### src/rtl/fhe_acc_pkg.sv
// Shared types for the FHE accelerator controllers that sequence polynomial
// operations between the command decoder and the coefficient BRAM banks.
`ifndef BIT_WIDTH
`define BIT_WIDTH 32
`endif

package fhe_acc_pkg;

  typedef enum logic [1:0] {
    IDLE,
    ISSUE,
    DRAIN,
    FIN
  } ctrl_state_e;

endpackage

### src/rtl/poly_mod_sub_ctrl_if.sv
// Command and BRAM-side signals of the polynomial subtraction controller.
// The slave side is the controller; the master side is the decoder/RAM fabric.
interface poly_mod_sub_ctrl_if #(
  parameter int N_LOG = 10,
  parameter int BW    = `BIT_WIDTH
);
  logic             start;
  logic [BW-1:0]    q_in;
  logic             busy;
  logic             done;
  logic [N_LOG-1:0] rd_addr;
  logic             rd_en;
  logic [BW-1:0]    a_rdata;
  logic [BW-1:0]    b_rdata;
  logic [N_LOG-1:0] wr_addr;
  logic             wr_en;
  logic [BW-1:0]    wr_data;

  modport master (
    output start, q_in, a_rdata, b_rdata,
    input  busy, done, rd_addr, rd_en, wr_addr, wr_en, wr_data
  );

  modport slave (
    input  start, q_in, a_rdata, b_rdata,
    output busy, done, rd_addr, rd_en, wr_addr, wr_en, wr_data
  );
endinterface

### src/rtl/mod_sub.sv
// Combinational modular subtraction r = (a - b) mod q for operands already in [0, q).
module mod_sub #(
  parameter int BW = `BIT_WIDTH
) (
  input  logic [BW-1:0] a,
  input  logic [BW-1:0] b,
  input  logic [BW-1:0] q,
  output logic [BW-1:0] r
);

  // A negative difference lies in (-q, 0); adding q in BW-bit arithmetic lands
  // exactly in [0, q) because the carry out of the sign bit is discarded.
  function automatic logic [BW-1:0] wrap_mod(input logic signed [BW:0] d,
                                             input logic [BW-1:0]     m);
    return d[BW] ? d[BW-1:0] + m : d[BW-1:0];
  endfunction

  logic signed [BW:0] diff;

  assign diff = $signed({1'b0, a}) - $signed({1'b0, b});
  assign r    = wrap_mod(diff, q);

endmodule

### src/rtl/poly_mod_sub_ctrl.sv
// Streams A and B through one mod_sub, one coefficient per cycle, and writes
// (A - B) mod q back to the result bank, pulsing done after the last write.
module poly_mod_sub_ctrl
  import fhe_acc_pkg::*;
#(
  parameter int N_LOG  = 10,
  parameter int RD_LAT = 2
) (
  input logic               clk,
  input logic               rstn,
  poly_mod_sub_ctrl_if.slave bus
);

  localparam int BW = `BIT_WIDTH;
  localparam logic [N_LOG-1:0] LAST_ADDR = '1;

  ctrl_state_e      state_q, state_d;
  logic [N_LOG:0]   cnt_q, cnt_d;
  logic [BW-1:0]    q_lat_q, q_lat_d;
  logic             busy_q, busy_d;
  logic             done_q, done_d;
  logic             rd_en_q, rd_en_d;
  logic [N_LOG-1:0] rd_addr_q, rd_addr_d;
  logic             wr_en_q, wr_en_d;
  logic [N_LOG-1:0] wr_addr_q, wr_addr_d;
  logic [BW-1:0]    wr_data_q, wr_data_d;
  logic [BW-1:0]    sub_res;

  logic             dl_vld_q  [RD_LAT];
  logic             dl_vld_d  [RD_LAT];
  logic [N_LOG-1:0] dl_addr_q [RD_LAT];
  logic [N_LOG-1:0] dl_addr_d [RD_LAT];

  mod_sub #(.BW(BW)) u_mod_sub (
    .a (bus.a_rdata),
    .b (bus.b_rdata),
    .q (q_lat_q),
    .r (sub_res)
  );

  // Read-tag delay line: the last stage lines up with the RAM data.
  for (genvar i = 0; i < RD_LAT; i++) begin : g_dl
    if (i == 0) begin : g_head
      assign dl_vld_d[i]  = rd_en_q;
      assign dl_addr_d[i] = rd_addr_q;
    end else begin : g_tail
      assign dl_vld_d[i]  = dl_vld_q[i-1];
      assign dl_addr_d[i] = dl_addr_q[i-1];
    end
  end

  always_comb begin
    state_d   = state_q;
    cnt_d     = cnt_q;
    q_lat_d   = q_lat_q;
    busy_d    = busy_q;
    done_d    = 1'b0;
    rd_en_d   = 1'b0;
    rd_addr_d = rd_addr_q;
    case (state_q)
      IDLE: begin
        // Address 0 is issued on the accepting edge, so the counter holds
        // the number of reads already issued.
        if (bus.start) begin
          state_d   = ISSUE;
          q_lat_d   = bus.q_in;
          busy_d    = 1'b1;
          rd_en_d   = 1'b1;
          rd_addr_d = '0;
          cnt_d     = {{N_LOG{1'b0}}, 1'b1};
        end
      end
      ISSUE: begin
        if (cnt_q[N_LOG]) begin
          state_d = DRAIN;
        end else begin
          rd_en_d   = 1'b1;
          rd_addr_d = cnt_q[N_LOG-1:0];
          cnt_d     = cnt_q + 1'b1;
        end
      end
      DRAIN: begin
        if (wr_en_q && (wr_addr_q == LAST_ADDR)) begin
          state_d = FIN;
          done_d  = 1'b1;
        end
      end
      FIN: begin
        state_d = IDLE;
        busy_d  = 1'b0;
      end
      default: state_d = IDLE;
    endcase

    wr_en_d   = dl_vld_q[RD_LAT-1];
    wr_addr_d = dl_vld_q[RD_LAT-1] ? dl_addr_q[RD_LAT-1] : wr_addr_q;
    wr_data_d = dl_vld_q[RD_LAT-1] ? sub_res : wr_data_q;
  end

  always_ff @(posedge clk) begin
    if (!rstn) begin
      state_q   <= IDLE;
      cnt_q     <= '0;
      q_lat_q   <= '0;
      busy_q    <= 1'b0;
      done_q    <= 1'b0;
      rd_en_q   <= 1'b0;
      rd_addr_q <= '0;
      wr_en_q   <= 1'b0;
      wr_addr_q <= '0;
      wr_data_q <= '0;
      dl_vld_q  <= '{default: 1'b0};
      dl_addr_q <= '{default: '0};
    end else begin
      state_q   <= state_d;
      cnt_q     <= cnt_d;
      q_lat_q   <= q_lat_d;
      busy_q    <= busy_d;
      done_q    <= done_d;
      rd_en_q   <= rd_en_d;
      rd_addr_q <= rd_addr_d;
      wr_en_q   <= wr_en_d;
      wr_addr_q <= wr_addr_d;
      wr_data_q <= wr_data_d;
      dl_vld_q  <= dl_vld_d;
      dl_addr_q <= dl_addr_d;
    end
  end

  assign bus.busy    = busy_q;
  assign bus.done    = done_q;
  assign bus.rd_en   = rd_en_q;
  assign bus.rd_addr = rd_addr_q;
  assign bus.wr_en   = wr_en_q;
  assign bus.wr_addr = wr_addr_q;
  assign bus.wr_data = wr_data_q;

endmodule
### src/flat_wrapper.sv
// flat-port wrapper written by rule: the top's interface ports become plain ports
module poly_mod_sub_ctrl_flat import fhe_acc_pkg::*;
#(
  parameter int N_LOG  = 10,
  parameter int RD_LAT = 2
)
  (clk, rstn, bus_start, bus_q_in, bus_a_rdata, bus_b_rdata, bus_busy, bus_done, bus_rd_addr, bus_rd_en, bus_wr_addr, bus_wr_en, bus_wr_data);
  poly_mod_sub_ctrl_if #(.N_LOG(N_LOG)) bus_i ();
  input logic clk;
  input logic rstn;
  input wire logic [$bits(bus_i.start)-1:0] bus_start;
  input wire logic [$bits(bus_i.q_in)-1:0] bus_q_in;
  input wire logic [$bits(bus_i.a_rdata)-1:0] bus_a_rdata;
  input wire logic [$bits(bus_i.b_rdata)-1:0] bus_b_rdata;
  output wire logic [$bits(bus_i.busy)-1:0] bus_busy;
  output wire logic [$bits(bus_i.done)-1:0] bus_done;
  output wire logic [$bits(bus_i.rd_addr)-1:0] bus_rd_addr;
  output wire logic [$bits(bus_i.rd_en)-1:0] bus_rd_en;
  output wire logic [$bits(bus_i.wr_addr)-1:0] bus_wr_addr;
  output wire logic [$bits(bus_i.wr_en)-1:0] bus_wr_en;
  output wire logic [$bits(bus_i.wr_data)-1:0] bus_wr_data;
  assign bus_i.start = bus_start;
  assign bus_i.q_in = bus_q_in;
  assign bus_i.a_rdata = bus_a_rdata;
  assign bus_i.b_rdata = bus_b_rdata;
  assign bus_busy = bus_i.busy;
  assign bus_done = bus_i.done;
  assign bus_rd_addr = bus_i.rd_addr;
  assign bus_rd_en = bus_i.rd_en;
  assign bus_wr_addr = bus_i.wr_addr;
  assign bus_wr_en = bus_i.wr_en;
  assign bus_wr_data = bus_i.wr_data;
  poly_mod_sub_ctrl #(.N_LOG(N_LOG), .RD_LAT(RD_LAT)) u_core (.clk(clk), .rstn(rstn), .bus(bus_i));
endmodule
### config.mk
export PLATFORM = sky130hd
export DESIGN_NAME = poly_mod_sub_ctrl_flat
export DESIGN_NICKNAME = d
export VERILOG_FILES = /design/src/rtl/fhe_acc_pkg.sv /design/src/rtl/poly_mod_sub_ctrl_if.sv /design/src/rtl/mod_sub.sv /design/src/rtl/poly_mod_sub_ctrl.sv /design/src/flat_wrapper.sv
export SDC_FILE = /design/constraint.sdc
export NUM_CORES = 1
export LEC_CHECK = 0
export ABC_AREA = 1
export CAP_MARGIN = 20
export CORE_MARGIN = 5
export CORE_UTILIZATION = 45
export DETAILED_ROUTE_END_ITERATION = 8
export GPL_ROUTABILITY_DRIVEN = 0
export PLACE_DENSITY_LB_ADDON = 0.1
export SYNTH_ARGS = -nofsm -noshare
export SYNTH_HDL_FRONTEND = slang
export SYNTH_HIERARCHICAL = 1
export SYNTH_SLANG_ARGS = --single-unit
### constraint.sdc
create_clock -name clk -period 4.8 [get_ports clk]
set_clock_uncertainty 0.2 [all_clocks]
set_input_delay 1.44 -clock clk [delete_from_list [all_inputs] [get_ports clk]]
set_output_delay 1.44 -clock clk [all_outputs]
set_load 0.01 [all_outputs]
After elaboration in Yosys (flattened, before gate mapping)
Index checks and enable logic that the tools add are counted.
{"block": "word_totals", "output_inout_bits": 56, "regBits": 123}
{"block": "op_classes", "n_eq_ne": 8, "reduce_logical": 10, "n_mux": 17, "addsub": 3}
{"operator": "$sub A32 B32 Y33", "count": 1}
{"operator": "$add A32 B32 Y32", "count": 1}
{"operator": "$mux W32", "count": 1}
{"operator": "$mux W11", "count": 2}
{"operator": "$pmux W11 S2", "count": 1}
{"operator": "$mux W10", "count": 2}
{"operator": "$pmux W10 S2", "count": 1}
{"operator": "$add A11 B1 Y11 const B", "count": 1}
{"operator": "$eq A10 B10 Y1 const B", "count": 1}
{"operator": "$pmux W2 S4", "count": 1}
{"operator": "$reduce_and A2 Y1", "count": 4}
{"operator": "$mux W2", "count": 3}
{"operator": "$reduce_and A3 Y1", "count": 2}
{"operator": "$eq A2 B2 Y1 const B", "count": 2}
{"operator": "$mux W1", "count": 4}
{"operator": "$ne A2 B1 Y1 const B", "count": 2}
{"operator": "$ne A2 B2 Y1 const B", "count": 2}
{"operator": "$pmux W1 S2", "count": 2}
{"operator": "$reduce_bool A2 Y1", "count": 2}
{"operator": "$eq A2 B1 Y1 const B", "count": 1}
{"operator": "$logic_not A2 Y1", "count": 1}
{"operator": "$logic_and A1 B1 Y1", "count": 1}

Longest topological paths before layout
Gate-level depths: netlist of the first run.
{"block": "depth", "ltp_word": 4, "mapped_depth": 30}

Cells and area by module
The synthesis of the first run kept the hierarchy.
{"mod": "mod_sub", "n_inst": 1, "area_per_inst_um2": 4840.9, "cells_per_inst": 925}
{"mod": "poly_mod_sub_ctrl", "n_inst": 1, "area_per_inst_um2": 4377.9, "cells_per_inst": 556}

Worst setup path after synthesis of the first run
No wires, ideal clock.
{"block": "synth_path", "path_type": "input to register", "from": "in bus_a_rdata[0]", "to": "reg u_core.wr_data_q[31], in the netlist u_core/bus.wr_data[31]", "setup_time_ps": 116, "arrival_ps": 4143, "cell_stages": 28, "path_slack_ps": 341, "cell_sequence": "inv_1 > ha_1 > inv_1 > fa_1 > nand2_1 > a21oi_1 > nand3_1 > nand2_1 > nand2_1 > nand2_1 > nand2_1 > nand2_1 > nand2_1 > and2_1 > ha_1 > nand2_1 > nor2_1 > inv_1 > nor3_1 > nand2_1 > nand2_1 > nand2_1 > nand2_1 > nor2_1 > nand2_1 > nand2_1 > nor2_1 > nor2_1"}
{"block": "synth_between", "elab_chain_cells": 3}
{"element": "start: declaration", "line": "flat_wrapper.sv:13", "text": "input wire logic [$bits(bus_i.a_rdata)-1:0] bus_a_rdata;"}
{"element": "$sub A32 B32 Y33 *", "line": "mod_sub.sv:20", "text": "assign diff = $signed({1'b0, a}) - $signed({1'b0, b});"}
{"element": "$add A32 B32 Y32", "line": "mod_sub.sv:15", "text": "return d[BW] ? d[BW-1:0] + m : d[BW-1:0];"}
{"element": "$mux W32 *", "line": "mod_sub.sv:15"}
{"element": "named net u_core.sub_res[31]", "line": "poly_mod_sub_ctrl.sv:27", "text": "logic [BW-1:0] sub_res;"}
{"element": "end signal: assignment", "line": "poly_mod_sub_ctrl.sv:124", "text": "wr_data_q <= wr_data_d;"}
{"element": "end: declaration", "line": "poly_mod_sub_ctrl.sv:26", "text": "logic [BW-1:0] wr_data_q, wr_data_d;"}
Mark *: on every way through the listed nets, which the timed path passes. The rest lies on a longest branch.
A chain may end at the register's enable or synchronous reset.

Worst setup path after layout of the first run
{"block": "layout_path", "from": "in bus_b_rdata[14]", "to": "reg u_core.wr_data_q[25], in the netlist u_core/bus.wr_data[25]"}
{"block": "layout_between", "elab_chain_cells": 3}
{"element": "start: declaration", "line": "flat_wrapper.sv:14", "text": "input wire logic [$bits(bus_i.b_rdata)-1:0] bus_b_rdata;"}
{"element": "$sub A32 B32 Y33 *", "line": "mod_sub.sv:20"}
{"element": "$add A32 B32 Y32", "line": "mod_sub.sv:15"}
{"element": "$mux W32 *", "line": "mod_sub.sv:15"}
{"element": "named net u_core.sub_res[25]", "line": "poly_mod_sub_ctrl.sv:27"}
Marked as above.

==> summary.md, run 1 <==
| Metric | Value |
|---|---|
| Status | `completed` |
| Multiplexer share of the synthesized area | `0` |
| Area of the multi-input gates | `6686 um2` |
| Pin count of the biggest net entering global routing | `44` |
| Die Ht | `153.1 um` |
| Vias | `~10,000` |
| Most common cell after layout, fill and taps aside | `nand2_1` |
| Register-to-register setup slack | `2260 ps` |
| Simple-gate portion of the synthesized area | `0.3496` |
| WS Path Type | `primary input to flop` |
| Global-route usage over all layers | `0.2443` |
| Final hold vios | `0` |
| Post-Synth Adder-Cell Area | `0.1048` |
| Post-Synthesis Cells | `roughly 1,500` |
| CP Capture Type | `flop` |
| Clock tree sinks | `123` |
| Post-synth EDFFs | `0` |
| Arr. time, crit path | `4850 ps` |
| Max-Cap Viols | `0` |
| Hold_sp | `u_core/dl_addr_d[9]` |
| CTS Buf Count | `17` |
| Fraction of layout instances using a drive strength above 1 | `0.2193` |
| Mapped cell area | `9219 um2` |
| Drt first pass iters | `5` |
| Hold slack final | `between 200 and 250 ps` |
| Syn Area/Cell | `about 6.2 um2` |
| Req. time, crit path | `4900 ps` |
| PortBufs | `around 150` |
| Row cnt | `52` |
| Startpoint Class | `primary input` |
| Vias in the first global route | `9,973` |
| Post-DRT Antenna Nets | `0` |
| Post-DR wirelength/cell | `14.59 um` |
| Hold endpoint | `u_core/dl_addr_q[9]` |
| Clock buffer depth | `2` |
| Fmax | `about 210 MHz` |
| Initial antenna violation count | `0` |
| Synth Register Bits | `123` |
| R2R Path End | `u_core/bus.wr_data[12]` |
| Worst slack, placed | `-506.9 ps` |
| Period utilisation layout | `0.9887` |
| Commonest cells after routing, fill and taps aside | `nand2_1, nor2_1, inv_1, buf_4, clkdlybuf4s50_1` |
| Tightest Pin Transition | `641.0 ps` |
| Worst-skew pair later-pin latency | `410 ps` |
| Worst Hold Depth | `2` |
| Peak supply drop | `~0.40 mV` |
| Root Driver | `clkbuf_16` |
| DR iter-0 viols | `530` |
| # diodes | `0` |
| Leakage dissipation | `~6.5 nW` |
| Clock Pin Slew Worst Setup and Hold Paths | `60 ps` |
| Final setup violation count | `0` |
| Synth Area in Compound Gates | `0.1407` |
| Synth Area in XOR/XNOR | `0.03230` |
| Tmin final | `4746 ps` |
| Worst hold-check path type | `flop to flop` |
| CP max FO | `5` |
| Max_slew headroom | `0.5727` |
| Post-route setup slack | `between 50 and 60 ps` |
| Reg2reg start | `u_core/q_lat_q[0]` |
| Initial Util | `0.4556` |
| DIE AREA | `23,450 um2` |
| Post-synthesis sequential area ratio | `0.2671` |
| Grt total ovfl | `0` |
| Register area | `2462 um2` |
| Detailed Route WL | `30,080 um` |
| Max H-tree Level | `4` |
| Critical-path cell list | `clkdlybuf4s50_1 > inv_1 > ha_4 > nand2_2 > nor2_2 > inv_1 > nor2_2 > nand4_1 > nand3_2 > nor2_1 > or2_2 > ha_4 > nand2_4 > nor2_1 > nand2_1 > nor2_1 > nor2_1 > nand2_1 > nand2_1 > nand3_1 > nand2_1 > nor2_1 > nor2_1` |
| # IOs | `155` |
| CP top delay family | `simple AND/OR/NAND/NOR gates` |
| Crit-path slowest cell | `clkdlybuf4s50_1` |
| Post-DP HPWL | `about 23,000 um` |
| Top_reg_cell synth | `dfxtp_1` |
| Largest family of logic cells by synthesized area | `simple AND/OR/NAND/NOR gates` |
| Core ar. | `20,230 um2` |
| CP bufs+invs | `3` |
| Reg2Reg Depth | `13` |
| CTS tree | `built` |
| Most common cell on crit path | `nor2_1` |
| Post-Syn Nets | `1,656` |
| Unique masters post-synth | `41` |
| Nets | `slightly below 2,000` |
| First-pass GRT wire length | `between 40,000 and 50,000 um` |
| P per Cell Area | `409.0 nW/um2` |
| Yosys warning count | `6` |
| Crit path largest cell delay | `470 ps` |
| RSZ-0062 raised after global routing | `yes` |
| Die W | `153.1 um` |
| Filler cell count in the final layout | `1,790` |
| # DRC | `0` |
| Area grow syn2layout | `47.46%` |
| Vias per cell | `5.039` |
| Slew Limit Fails | `0` |
| Asr flop ratio synth | `0` |
worst max-delay path by stage:
stage | start | endpoint | slack [ps] | cells after the start
after global placement | bus_b_rdata[13] | u_core/bus.wr_data[29] | -520 | 21
after floorplan | bus_a_rdata[0] | u_core/bus.wr_data[31] | 340 | 28
after detailed placement | bus_b_rdata[10] | u_core/bus.wr_data[31] | -510 | 25
final | bus_b_rdata[14] | u_core/bus.wr_data[25] | 50 | 23
after CTS | bus_b_rdata[13] | u_core/bus.wr_data[31] | -10 | 24
after global routing | bus_b_rdata[6] | u_core/bus.wr_data[12] | -80 | 21
cells by family after synthesis:
family                     count (synthesis)
xor gates and xnor gates                  34
DFF                                      123
adders and majority gates                 76
and+or+nand+nor                          772
AOI/OAI and AO/OA                        240
buffers and inverters                    236
registers in the layout, indices dropped and copies added (netlist names):
register            flops
u_core/bus.wr_data     32
u_core/q_lat_q         32
u_core/cnt_q           11
u_core/bus.rd_addr     10
u_core/bus.wr_addr     10
u_core/dl_addr_d       10
u_core/dl_addr_q       10
u_core/state_q          2
u_core/bus.busy         1
u_core/bus.done         1
u_core/bus.rd_en        1
u_core/bus.wr_en        1
u_core/dl_vld_d         1
u_core/wr_en_d          1
where the power goes:
group          switching (W)  leakage (nW)  internal, W
sequential          0.000128          1.00      0.00116
clock               0.000555         0.279     0.000693
combinational        0.00166          5.25      0.00137
tightest hold or removal path: cells and delay by family, from the launching register on:
| kind | cells | cell delay [ps] |
|---|---|---|
| flops | 1 | 300 |
| simple gates | 1 | 40 |
| buf+inv | 1 | 40 |
per-layer routing:
layer  up-vias  track usage  wire length [um]
met5         -            0                 0
met4         0      0.05728               584
met3        46      0.04156              1789
met2       331       0.4125             14150
met1      4711       0.3268             13550
li1       5303            -                 -
cell usage after synthesis, types with 9 or more instances:
master	n	area (um2)
nor2_1	263	987.2
buf_4	11	82.58
ha_1	74	925.9
a21oi_1	77	385.4
nand3_1	63	315.3
nand2_1	372	1396
o21bai_1	12	90.09
o21ai_0	110	550.5
inv_1	192	720.7
clkbuf_1	19	71.32
o21ai_1	16	80.08
xnor2_1	11	96.34
and2_1	17	106.4
nor3_1	13	65.06
xor2_1	23	201.4
nand4_1	10	62.56
o22ai_1	9	56.30
dfxtp_1	123	2462
nand3_2	11	110.1
what timing repair did:
item | 4_1_cts | 5_1_grt
setup buffers | 0 | 4
pin swaps | 0 | 33
gates resized for setup | 7 | 187
endpoints found under the setup margin | 6 | 23
hold buffers | 0 | 0
cell type report:
type / instances / share of cell area
inverters: 194 / 0.05357
multi-input cells: 1122 / 0.4919
clock buffers: 17 / 0.03129
flip-flops and latches: 123 / 0.1811
clock inverters: 15 / 0.01114
well taps: 270 / 0.02485
repair buffers: 321 / 0.2062
stage by stage:
step / power, W / util / instances / TNS, ps / area, um2
finish: 0.005560 / 0.6718 / 2062 / 0 / 13590
global route: 0.005943 / 0.6718 / 2062 / -558.9 / 13590
CTS: 0.005159 / 0.6265 / 2058 / -11.62 / 12680
detailed placement: 0.003876 / 0.5973 / 2026 / -8185 / 12090
global placement: 0.003857 / 0.5973 / 2026 / -7606 / 12090
floorplan: 0.002823 / - / 1481 / 0 / 9219
(Power assumes the default switching activity.)
==> run 2, diff against run 1 <==
--- a/config.mk
+++ b/config.mk
@@ -16,3 +16,4 @@
 export SYNTH_HDL_FRONTEND = slang
 export SYNTH_HIERARCHICAL = 1
 export SYNTH_SLANG_ARGS = --single-unit
+export TNS_END_PERCENT = 30
==> summary.md, run 2 (synthesis results as in run 1) <==
| Metric | Value |
|---|---|
| Crit path largest cell delay | `470 ps (about the same)` |
| Vias in the first global route | `9,973 (unchanged)` |
| RSZ-0062 raised after global routing | `yes (unchanged)` |
| Critical-path cell list | `clkdlybuf4s50_1 > inv_1 > ha_4 > nand2_2 > nor2_2 > inv_1 > nor2_2 > nand4_1 > nand3_2 > nor2_1 > or2_2 > ha_4 > nand2_2 > nor2_1 > nand2_1 > nor2_1 > nor2_1 > nand2_1 > nand2_1 > nand3_1 > nand2_1 > nor2_1 > nor2_1 (was clkdlybuf4s50_1 > inv_1 > ha_4 > nand2_2 > nor2_2 > inv_1 > nor2_2 > nand4_1 > nand3_2 > nor2_1 > or2_2 > ha_4 > nand2_4 > nor2_1 > nand2_1 > nor2_1 > nor2_1 > nand2_1 > nand2_1 > nand3_1 > nand2_1 > nor2_1 > nor2_1)` |
| Hold_sp | `u_core/dl_addr_d[9] (unchanged)` |
| P per Cell Area | `409.0 nW/um2 (about the same)` |
| Final Cell Area | `13,560 um2 (was 13,590 um2)` |
| Row cnt | `52 (unchanged)` |
| Crit path from | `bus_b_rdata[14] (unchanged)` |
| Psw | `0.002335 W (was 0.002339 W)` |
| Crit-path slowest cell | `clkdlybuf4s50_1 (unchanged)` |
| First-pass GRT wire length | `47,750 um (unchanged)` |
| Pin count of the biggest net entering global routing | `44 (unchanged)` |
| Nets | `1,954 (unchanged)` |
| Vias | `10,410 (was 10,390)` |
| Drt first pass iters | `5 (unchanged)` |
| Period utilisation layout | `0.9934 (was 0.9887)` |
| PortBufs | `154 (unchanged)` |
| Most common cell on crit path | `nor2_1 (unchanged)` |
| Most common cell after layout, fill and taps aside | `nand2_1 (unchanged)` |
| Post-DP HPWL | `23,160 um (unchanged)` |
| R2R Path End | `u_core/bus.wr_data[12] (unchanged)` |
| Switching portion of total power | `0.4210 (was 0.4206)` |
| Cell Area, Placed | `12,090 um2 (unchanged)` |
| Initial Util | `0.4556 (unchanged)` |
| Hold slack final | `211.8 ps (was 211.2 ps)` |
| Req. time, crit path | `4900 ps (about the same)` |
| Post-DR wirelength/cell | `14.64 um (was 14.59 um)` |
| Vias per cell | `5.047 (was 5.039)` |
| Clock tree sinks | `123 (unchanged)` |
| Tot Pwr | `0.005547 W (was 0.005560 W)` |
| Core ar. | `20,230 um2 (unchanged)` |
| Reg2reg start | `u_core/q_lat_q[0] (unchanged)` |
| Hold-fix buffers, CTS | `0 (unchanged)` |
| Clk pwr share | `0.225 (was 0.224)` |
| CP Capture Type | `flop (unchanged)` |
| Max-Cap Viols | `0 (unchanged)` |
| Worst-skew pair later-pin latency | `410 ps (about the same)` |
| Peak supply drop | `0.4001 mV (was 0.4022 mV)` |
| Arr. time, crit path | `4870 ps (was 4850 ps)` |
| Initial antenna violation count | `0 (unchanged)` |
| Register-to-register setup slack | `2260 ps (about the same)` |
| Worst hold-check path type | `flop to flop (unchanged)` |
| CTS tree | `built (unchanged)` |
| CTS Buf Count | `17 (unchanged)` |
| Grt total ovfl | `0 (unchanged)` |
| Clock Pin Slew Worst Setup and Hold Paths | `60 ps (about the same)` |
| Tightest Pin Transition | `648.4 ps (was 641.0 ps)` |
| Startpoint Class | `primary input (unchanged)` |
| Final Util | `0.6702 (was 0.6718)` |
| Max_slew headroom | `0.5677 (was 0.5727)` |
| Fin cells | `2,062 (unchanged)` |
| Commonest cells after routing, fill and taps aside | `nand2_1, nor2_1, inv_1, buf_4, clkdlybuf4s50_1 (unchanged)` |
| Final setup violation count | `0 (unchanged)` |
| Final hold vios | `0 (unchanged)` |
| Combinational power share | `0.542 (was 0.544)` |
| Worst Hold Depth | `2 (unchanged)` |
| Die W | `153.1 um (unchanged)` |
| Reg2Reg Depth | `13 (unchanged)` |
| DIE AREA | `23,450 um2 (unchanged)` |
| Placed Cells | `2,026 (unchanged)` |
| Area grow syn2layout | `47.11% (was 47.46%)` |
| Clock buffer depth | `2 (unchanged)` |
| DR iter-0 viols | `523 (was 530)` |
| Internal power | `0.003212 W (was 0.003222 W)` |
| Tmin final | `4768 ps (was 4746 ps)` |
| WS Path Type | `primary input to flop (unchanged)` |
| Fraction of layout instances using a drive strength above 1 | `0.2148 (was 0.2193)` |
| Fmax | `209.7 MHz (was 210.7 MHz)` |
| Post-DRT Antenna Nets | `0 (unchanged)` |
| CP max FO | `5 (unchanged)` |
| Hold endpoint | `u_core/dl_addr_q[9] (unchanged)` |
| Detailed Route WL | `30,190 um (was 30,080 um)` |
| Leakage dissipation | `6.522 nW (was 6.535 nW)` |
| Max H-tree Level | `4 (unchanged)` |
| # DRC | `0 (unchanged)` |
| Status | `completed (unchanged)` |
| Die Ht | `153.1 um (unchanged)` |
| Root Driver | `clkbuf_16 (unchanged)` |
| Global-route usage over all layers | `0.2443 (unchanged)` |
| Flop pwr share | `0.232 (about the same)` |
| Slew Limit Fails | `0 (unchanged)` |
| # IOs | `155 (unchanged)` |
| # diodes | `0 (unchanged)` |
[run 2: how the worst max path moves through the flow]
stage                     slack [ps]  cells after the start                endpoint
after global placement          -520                     21  u_core/bus.wr_data[29]
after global routing            -100                     25  u_core/bus.wr_data[27]
final                             30                     23  u_core/bus.wr_data[25]
after CTS                        -10                     24  u_core/bus.wr_data[31]
after floorplan                  340                     28  u_core/bus.wr_data[31]
after detailed placement        -510                     25  u_core/bus.wr_data[31]
[run 2: area by class of cell]
type	instances	area, um2
clock buffers	17	425.4
clock inverters	15	151.4
fillers	1800	6673
inverters	194	728.2
multi-input cells	1122	6654
flip-flops and latches	123	2462
well taps	270	337.8
repair buffers	321	2803
[run 2: power groups by stage]
stage | clock (W) | combinational (W) | sequential, W
finish | 0.00125 | 0.00301 | 0.00129
global route | 0.00132 | 0.00330 | 0.00130
CTS | 0.00127 | 0.00263 | 0.00127
detailed placement | 0 | 0.00259 | 0.00129
global placement | 0 | 0.00257 | 0.00129
floorplan | 0 | 0.00155 | 0.00127
[run 2: routing by layer]
layer	part of all wire	vias to the layer above	track usage	routed length, um
li1	-	5309	-	-
met1	0.45	4724	0.3268	13570
met2	0.47	322	0.4125	14260
met3	0.060	51	0.04156	1819
met4	0.018	0	0.05728	543
met5	0	-	0	0
[run 2: critical path: cells and delay by family]
| family | cells | cell delay, ps |
|---|---|---|
| adders and majority gates | 2 | 600 |
| buffers and inverters | 3 | 620 |
| and+or+nand+nor | 18 | 2190 |
[run 2: per-stage QoR]
step           setup TNS, ps  worst slack (ps)
2_1_floorplan              0             340.8
3_3_place_gp           -7606            -522.9
3_5_place_dp           -8185            -506.9
4_1_cts               -11.62            -11.62
5_1_grt               -816.4            -99.33
6_report                   0             31.89
[run 2: what timing repair did]
item,in CTS,in global routing
resized for setup,7,175
endpoints found under the setup margin,6,23
buffers inserted,0,4
pin swaps,0,32
gates cloned,0,0
==> run 3, diff against run 2 <==
--- a/config.mk
+++ b/config.mk
@@ -7,10 +7,12 @@
 export LEC_CHECK = 0
 export ABC_AREA = 1
 export CAP_MARGIN = 20
+export CORE_ASPECT_RATIO = 1.75
 export CORE_MARGIN = 5
-export CORE_UTILIZATION = 45
+export CORE_UTILIZATION = 40
 export DETAILED_ROUTE_END_ITERATION = 8
 export GPL_ROUTABILITY_DRIVEN = 0
+export HOLD_SLACK_MARGIN = 0.08
 export PLACE_DENSITY_LB_ADDON = 0.1
 export SYNTH_ARGS = -nofsm -noshare
 export SYNTH_HDL_FRONTEND = slang
==> summary.md, run 3 (synthesis results as in run 1) <==
| Metric | Value |
|---|---|
| Status | `completed (unchanged)` |
| Max-Cap Viols | `0 (unchanged)` |
| Most common cell after layout, fill and taps aside | `nand2_1 (unchanged)` |
| Max_slew headroom | `0.5608 (was 0.5677)` |
| CP Capture Type | `flop (unchanged)` |
| Tmin final | `4662 ps (was 4768 ps)` |
| Arr. time, crit path | `4810 ps (was 4870 ps)` |
| Leakage dissipation | `6.854 nW (was 6.522 nW)` |
| Detailed Route WL | `33,130 um (was 30,190 um)` |
| Tightest Pin Transition | `658.1 ps (was 648.4 ps)` |
| Register area | `2462 um2 (unchanged)` |
| Worst Hold Depth | `2 (unchanged)` |
| CP max FO | `4 (was 5)` |
| Final hold vios | `0 (unchanged)` |
| # DRC | `0 (unchanged)` |
| Hold_sp | `u_core/dl_addr_d[6] (was u_core/dl_addr_d[9])` |
| Row cnt | `73 (was 52)` |
| P per Cell Area | `420.1 nW/um2 (was 409.0 nW/um2)` |
| CTS Buf Count | `17 (unchanged)` |
| Final Cell Area | `14,380 um2 (was 13,560 um2)` |
| Post-DP HPWL | `25,890 um (was 23,160 um)` |
| Filler cell count in the final layout | `2,046 (was 1,800)` |
| Register-to-register setup slack | `2180 ps (was 2260 ps)` |
| Grt total ovfl | `0 (unchanged)` |
| Peak supply drop | `0.4291 mV (was 0.4001 mV)` |
| First-pass GRT wire length | `50,470 um (was 47,750 um)` |
| Reg2Reg Depth | `11 (was 13)` |
| Period utilisation layout | `0.9713 (was 0.9934)` |
| Commonest cells after routing, fill and taps aside | `nand2_1, nor2_1, buf_4, inv_1, clkdlybuf4s50_1 (was nand2_1, nor2_1, inv_1, buf_4, clkdlybuf4s50_1)` |
| Cell Area, Placed | `12,270 um2 (was 12,090 um2)` |
| Worst slack, placed | `-663.1 ps (was -506.9 ps)` |
| Die W | `124.8 um (was 153.1 um)` |
| Crit path from | `bus_b_rdata[20] (was bus_b_rdata[14])` |
| Global-route usage over all layers | `0.2364 (was 0.2443)` |
| Startpoint Class | `primary input (unchanged)` |
| Vias | `10,640 (was 10,410)` |
| Area grow syn2layout | `55.93% (was 47.11%)` |
| PortBufs | `154 (unchanged)` |
| Post-route setup slack | `137.9 ps (was 31.89 ps)` |
| Vias in the first global route | `10,590 (was 9,973)` |
| Die Ht | `210.8 um (was 153.1 um)` |
| Vias per cell | `5.001 (was 5.047)` |
| Area of the multi-input gates | `7061 um2 (was 6654 um2)` |
| Clock Pin Slew Worst Setup and Hold Paths | `60 ps (about the same)` |
| Core ar. | `22,740 um2 (was 20,230 um2)` |
| Fmax | `214.5 MHz (was 209.7 MHz)` |
| Req. time, crit path | `4950 ps (was 4900 ps)` |
| Clock tree sinks | `123 (unchanged)` |
| Setup TNS | `0 ps (unchanged)` |
| Hold slack final | `210.0 ps (was 211.8 ps)` |
| Nets | `1,990 (was 1,954)` |
| Initial Util | `0.4053 (was 0.4556)` |
| Reg2reg start | `u_core/q_lat_q[0] (unchanged)` |
| CTS tree | `built (unchanged)` |
| DIE AREA | `26,300 um2 (was 23,450 um2)` |
| DR iter-0 viols | `532 (was 523)` |
| Clock buffer depth | `2 (unchanged)` |
| Worst hold-check path type | `flop to flop (unchanged)` |
| # IOs | `155 (unchanged)` |
| Root Driver | `clkbuf_16 (unchanged)` |
| WS Path Type | `primary input to flop (unchanged)` |
| RSZ-0062 raised after global routing | `yes (unchanged)` |
| Slew Limit Fails | `0 (unchanged)` |
| Fraction of layout instances using a drive strength above 1 | `0.2691 (was 0.2148)` |
| Post-DR wirelength/cell | `15.57 um (was 14.64 um)` |
| Final setup violation count | `0 (unchanged)` |
| Post-DRT Antenna Nets | `0 (unchanged)` |
| Initial antenna violation count | `0 (unchanged)` |
| Max H-tree Level | `4 (unchanged)` |
| # diodes | `0 (unchanged)` |
| Pin count of the biggest net entering global routing | `51 (was 44)` |
| Hold-fix buffers, CTS | `0 (unchanged)` |
| Drt first pass iters | `6 (was 5)` |
| Worst-skew pair later-pin latency | `420 ps (was 410 ps)` |
[run 3: cell types whose count changed in the layout (fill, tap and decap cells not counted), moves of 10 or more]
cell	before	now
a21oi_1	45	35
nand2_2	32	50
buf_4	166	201
nand2_1	343	319
nor2_4	6	16
[run 3: worst max-delay path, stage by stage]
cell	delay, ps
clkdlybuf4s50_1	460
inv_1	40
ha_1	330
nand2_1	100
buf_4	140
nor2_1	130
inv_1	110
nor2_4	150
nand3_2	110
nand2_1	80
nand2_1	60
and2_1	170
ha_4	250
buf_4	140
inv_1	90
o21bai_1	110
a31oi_1	170
nand2_1	80
nor2_2	170
nand2_1	100
nand2_1	80
nand3_2	60
nand2_1	90
nor2_1	40
nor2_1	110
[run 3: worst paths after layout]
path / to
min reg2reg: u_core/dl_addr_q[6]
min: u_core/dl_addr_q[6]
max: u_core/bus.wr_data[28]
max reg2reg: u_core/bus.wr_data[8]
[run 3: timing repair]
item | in CTS | in global routing
gates cloned | 0 | 0
setup buffers | 0 | 20
endpoints found under the setup margin | 12 | 24
pin swaps | 0 | 67
resized for setup | 16 | 270
[run 3: metal layers]
| layer | global-route usage | routed length (um) | share of wire |
|---|---|---|---|
| met5 | 0 | 0 | 0 |
| met4 | 0.1173 | 1707 | 0.052 |
| met3 | 0.03391 | 1436 | 0.043 |
| met2 | 0.4611 | 17580 | 0.53 |
| met1 | 0.2427 | 12400 | 0.37 |
[run 3: final cells by class]
| cell class | instances | share of cell area |
|---|---|---|
| clock inverter | 13 | 0.01471 |
| inverter | 194 | 0.05066 |
| tap | 300 | 0.02611 |
| multi-input combinational | 1122 | 0.4912 |
| sequential | 123 | 0.1713 |
| timing repair buffer | 357 | 0.2146 |
| clock buffer | 19 | 0.03151 |
[run 3: report_power, final]
part | switching (W) | total [W] | internal [W]
Clock | 0.000485 | 0.00144 | 0.000954
Sequential | 0.000135 | 0.00130 | 0.00116
Combinational | 0.00178 | 0.00330 | 0.00152
Total | 0.00240 | 0.00604 | 0.00364
[run 3: stage by stage]
stage,total power [W],cells,util
after floorplan,0.002823,1481,-
after global placement,0.003978,2076,0.5396
after detailed placement,0.003998,2076,0.5396
after CTS,0.005489,2108,0.5712
after global routing,0.006447,2128,0.6321
final,0.006039,2128,0.6321
